[config.mk]
export PLATFORM = sky130hd
export DESIGN_NAME = spi_bus_arbiter
export DESIGN_NICKNAME = d
export VERILOG_FILES = /design/src/rtl/spi_bus_arbiter.sv
export SDC_FILE = /design/constraint.sdc
export NUM_CORES = 1
export LEC_CHECK = 0
export BUFFER_PORTS_ARGS = -buffer_cell sky130_fd_sc_hd__buf_2
export CAP_MARGIN = 40
export CORE_MARGIN = 2
export CORE_UTILIZATION = 40
export CTS_BUF_LIST = sky130_fd_sc_hd__clkbuf_2 sky130_fd_sc_hd__clkbuf_4 sky130_fd_sc_hd__clkbuf_8
export CTS_CLUSTER_DIAMETER = 60
export DETAILED_ROUTE_END_ITERATION = 10
export GPL_ROUTABILITY_DRIVEN = 0
export PLACE_DENSITY = 0.58
export SYNTH_ARGS = -nofsm -noshare
export SYNTH_HDL_FRONTEND = slang
export SYNTH_SLANG_ARGS = --single-unit
export TNS_END_PERCENT = 50
[constraint.sdc]
create_clock -name clk -period 6 [get_ports clk]
set_clock_uncertainty 0.05 [all_clocks]
set_input_delay 1.5 -clock clk [delete_from_list [all_inputs] [get_ports clk]]
set_output_delay 1.5 -clock clk [all_outputs]
set_load 0.01 [all_outputs]
[src/rtl/spi_bus_arbiter.sv]
// Two-requester SPI pad arbiter (requester 0 = flash, requester 1 = RAM) with hold timeout and inter-grant gap.
// Define SPI_ARB_ROUND_ROBIN_EN for round-robin tie-break; otherwise requester 0 wins simultaneous requests.
module spi_bus_arbiter #(
  parameter int TIMEOUT_CYCLES = 4096,
  parameter int GAP_CYCLES     = 1
) (
  input  logic clk,
  input  logic reset,
  input  logic req0,
  input  logic req1,
  output logic gnt0,
  output logic gnt1,
  input  logic r0_clk,
  input  logic r0_mosi,
  input  logic r0_cs_n,
  input  logic r1_clk,
  input  logic r1_mosi,
  input  logic r1_cs_n,
  output logic r0_miso,
  output logic r1_miso,
  output logic spi_clk,
  output logic spi_mosi,
  input  logic spi_miso,
  output logic spi_cs_n_flash,
  output logic spi_cs_n_ram,
  output logic timeout
);

  // IDLE: arbitrate | GNT0/GNT1: pads owned by requester | GAP: both chip selects forced high
  typedef enum logic [1:0] {IDLE, GNT0, GNT1, GAP} state_t;

  localparam logic [15:0] HOLD_LAST = 16'(TIMEOUT_CYCLES - 1);
  localparam logic [3:0]  GAP_LAST  = 4'(GAP_CYCLES - 1);

  state_t      state;
  logic [15:0] hold_cnt;
  logic [3:0]  gap_cnt;
  logic        lock0;
  logic        lock1;
  logic        elig0;
  logic        elig1;
  logic        pick1;
  logic        rel0;
  logic        rel1;
  logic        hold_max;

  // A requester revoked by timeout stays locked out until it drops its request.
  assign elig0    = req0 & ~lock0;
  assign elig1    = req1 & ~lock1;
  assign rel0     = ~req0 & r0_cs_n;
  assign rel1     = ~req1 & r1_cs_n;
  assign hold_max = (hold_cnt == HOLD_LAST);

`ifdef SPI_ARB_ROUND_ROBIN_EN
  logic last1;
  assign pick1 = elig1 & (~elig0 | ~last1);
`else
  assign pick1 = elig1 & ~elig0;
`endif

  always_ff @(posedge clk) begin
    if (reset) begin
      state    <= IDLE;
      gnt0     <= 1'b0;
      gnt1     <= 1'b0;
      timeout  <= 1'b0;
      hold_cnt <= '0;
      gap_cnt  <= '0;
      lock0    <= 1'b0;
      lock1    <= 1'b0;
`ifdef SPI_ARB_ROUND_ROBIN_EN
      last1    <= 1'b1;
`endif
    end else begin
      timeout <= 1'b0;
      if (!req0) lock0 <= 1'b0;
      if (!req1) lock1 <= 1'b0;
      case (state)
        IDLE: begin
          if (elig0 || elig1) begin
            hold_cnt <= '0;
            if (pick1) begin
              state <= GNT1;
              gnt1  <= 1'b1;
            end else begin
              state <= GNT0;
              gnt0  <= 1'b1;
            end
`ifdef SPI_ARB_ROUND_ROBIN_EN
            last1 <= pick1;
`endif
          end
        end
        GNT0: begin
          hold_cnt <= hold_cnt + 16'd1;
          if (rel0 || hold_max) begin
            state   <= GAP;
            gnt0    <= 1'b0;
            gap_cnt <= GAP_LAST;
            if (!rel0) begin
              timeout <= 1'b1;
              lock0   <= req0;
            end
          end
        end
        GNT1: begin
          hold_cnt <= hold_cnt + 16'd1;
          if (rel1 || hold_max) begin
            state   <= GAP;
            gnt1    <= 1'b0;
            gap_cnt <= GAP_LAST;
            if (!rel1) begin
              timeout <= 1'b1;
              lock1   <= req1;
            end
          end
        end
        GAP: begin
          if (gap_cnt == 4'd0) state <= IDLE;
          else gap_cnt <= gap_cnt - 4'd1;
        end
        default: begin
          state <= IDLE;
          gnt0  <= 1'b0;
          gnt1  <= 1'b0;
        end
      endcase
    end
  end

  // Pad mux is gated by the registered grants so a chip select can never leak outside its grant.
  assign spi_clk        = (gnt0 & r0_clk) | (gnt1 & r1_clk);
  assign spi_mosi       = (gnt0 & r0_mosi) | (gnt1 & r1_mosi);
  assign spi_cs_n_flash = ~gnt0 | r0_cs_n;
  assign spi_cs_n_ram   = ~gnt1 | r1_cs_n;
  assign r0_miso        = gnt0 & spi_miso;
  assign r1_miso        = gnt1 & spi_miso;

endmodule

==> impl_results.md <==
* Final Hold Viols at 0
* Async SR Flop Fraction at 0
* Pleak at slightly below 0.6 nW
* Post-Synthesis Cell Area at 0.00155 mm^2
* Cts bufs inserted at 3
* Commonest cells after routing, fill and taps aside: 27 x dfxtp_1, 19 x buf_2, 18 x a21oi_1, 13 x inv_1, 11 x o21ai_0
* Power Density at 311 mW/mm^2
* Final #Nets at 220
* Global-route wire length before repair at 5580 um
* Setup TNS at 0 ns
* Worst flop-to-flop path startpoint: hold_cnt[0]
* Hpwl dp at 2430 um
* CORE AREA at around 0.0037 mm^2
* Num ports at 20
* CP Depth at 3
* Hold path cells at 2
* Area delta synth->final at 11.8%
* Least-Margin Pin Slew at between 0.7 and 0.8 ns
* Crit path capture type: output pin
* DP Worst Slack at 2.50 ns
* Clk slew on worst S/H paths at approximately 0.09 ns
* Die X at 66.3 um
* CP Launch Point: r0_clk
* Critical-path cell list: buf_2 -> a22o_1 -> buf_2
* Die ar. at around 0.0044 mm^2
* Drt pass-1 iters at 6
* Commonest non-fill, non-tap cell in the layout: dfxtp_1
* Synth Net Count at ~200
* Unrepaired setup endpoints after global routing: no
* Crit-path max cell delay at about 0.22 ns
* GRT Util Overall at 0.161
* Yosys reg bits at 27
* Hold buffer count at CTS at 0
* CTS tree: yes
* Total grt overflow at 0
* Initial Utilization at 0.421
* Via Count at between 1,000 and 1,500
* Critical path required time at ~4.5 ns
* Routed Wire Length at 3330 um
* Largest net degree at the start of global routing at 19
* Port bufs at 19
* Crit-path most repeated cell: buf_2
* # DRC at 0
* Skew-Pair Late Insertion Delay at 0.27 ns
* DR iter-0 viols at 95
* Post-synthesis sequential area ratio at 0.348
* Max Cap Viol at 0
* FF-to-FF path depth at 5
* CP max-delay cell: a22o_1
* Vias/cell at 5.76
* Crit share post-route at 0.584
* CP delay by family, top: buffers and inverters
* Final worst path period need at 3.50 ns
* CP Class: input port to output pin
* Layout cells sized above 1 at 0.150
* Min-delay worst type: flip-flop to flip-flop
* WL per Instance at about 13 um
* Startpoint Class: input port
* CTS Sinks at 27
* Ant diodes at 0
* Post-Syn Instances at 182
* Status: complete, no violations
* Post-synth EDFFs at 0
* Syn Area/Cell at ~8.5 um^2
* CTS resizes at 0
* Post-CTS Setup Inserts at 0
* WP buf/inv at 2
* Die Ht at 66.3 um
* Post-synth cell types at between 40 and 50
* Critical Path AT at 1.95 ns
* Filler Cells Inserted at 364
* Main synth FF type: dfxtp_1
* HP Start: hold_cnt[15]
* YS warnings at 0
* Initial antenna violation count at 0
* Worst Path Max Fanout at 1
* Row count at 22
* Deepest clock path buffer count at 2
* Max VDD drop at 0.139 mV
* H-Tree Depth at 1
* PnR worst setup slack at 2.50 ns
* Root buffer cell: clkbuf_8
* Final hold slack at 0.439 ns
* Max Clk Rate at 285 MHz
* Remaining antenna violation count at 0
* Relative slew slack at 0.520
* Final setup viols at 0
* Slew Limit Fails at 0
* Vias in the first global route at approximately 1,300
==> power breakdown <==
group	switching, mW	leakage [nW]	internal (mW)
Clock	0.0595	0.0255	0.0466
Sequential	0.0154	0.218	0.193
Combinational	0.141	0.342	0.0840
==> final timing paths <==
path             endpoint  slack [ns]
max               spi_clk        2.50
min          hold_cnt[15]        0.44
max reg2reg      state[1]        3.69
min reg2reg  hold_cnt[15]        0.44
==> cell usage after synthesis, drive strengths merged (2+ instances only) <==
| cell | instances | area share |
|---|---|---|
| a21oi | 18 | 0.058 |
| a22o | 2 | 0.011 |
| a31oi | 2 | 0.0081 |
| and2 | 2 | 0.0081 |
| clkbuf | 5 | 0.012 |
| dfxtp | 27 | 0.35 |
| ha | 8 | 0.064 |
| inv | 13 | 0.031 |
| nand2 | 5 | 0.012 |
| nand2b | 7 | 0.028 |
| nand3 | 6 | 0.019 |
| nand3b | 2 | 0.0097 |
| nand4 | 5 | 0.020 |
| nor2 | 8 | 0.019 |
| nor2b | 3 | 0.012 |
| nor3 | 4 | 0.013 |
| nor3b | 3 | 0.014 |
| nor4 | 3 | 0.022 |
| o2111ai | 2 | 0.011 |
| o211ai | 2 | 0.0097 |
| o21ai | 11 | 0.035 |
| o31ai | 10 | 0.048 |
| or3 | 7 | 0.028 |
| or4 | 9 | 0.048 |
==> sequential cells by signal, indices dropped and copies added (netlist names) <==
signal	count
gap_cnt	4
hold_cnt	16
gnt1	1
state	2
timeout	1
lock1	1
lock0	1
gnt0	1
==> per-stage QoR <==
stage          power, mW  cells  cell area [um^2]  utilization
2_1_floorplan      0.384    182              1550            -
3_3_place_gp       0.435    244              1690        0.458
4_1_cts            0.545    248              1740        0.471
6_report           0.540    248              1740        0.471
5_1_grt            0.583    248              1740        0.471
3_5_place_dp       0.437    244              1690        0.458
==> area by class of cell <==
class / count / area, um^2 / area share
clock buffer: 3 / 41.3 / 0.0238
timing repair buffer: 19 / 95.1 / 0.0548
clock inverter: 1 / 5.00 / 0.00288
tap: 48 / 60.1 / 0.0346
sequential: 27 / 541 / 0.311
inverter: 13 / 48.8 / 0.0281
multi-input combinational: 137 / 946 / 0.545
==> logic make-up after synthesis <==
kind of cell | synth area share
mux | 0.0161
flops | 0.348
simple gates | 0.274
buf+inv | 0.0435
fa+ha+maj | 0.0644
compound gates | 0.254
==> per-layer routing <==
layer | vias to the layer above | GRT usage | wire length (um)
met4 | 0 | 0.0561 | 22
met3 | 2 | 0.0307 | 120
li1 | 732 | - | -
met1 | 672 | 0.206 | 1590
met2 | 23 | 0.268 | 1590
met5 | - | 0 | 0
==> worst register-to-register path: cells and delay by family, from the launching register on <==
kind,cells,cell delay (ns)
AOI/OAI and AO/OA,1,0.30
adders and majority gates,1,0.22
DFF,1,0.41
muxes,1,0.29
and+or+nand+nor,2,0.93
(Power assumes the default switching activity.)
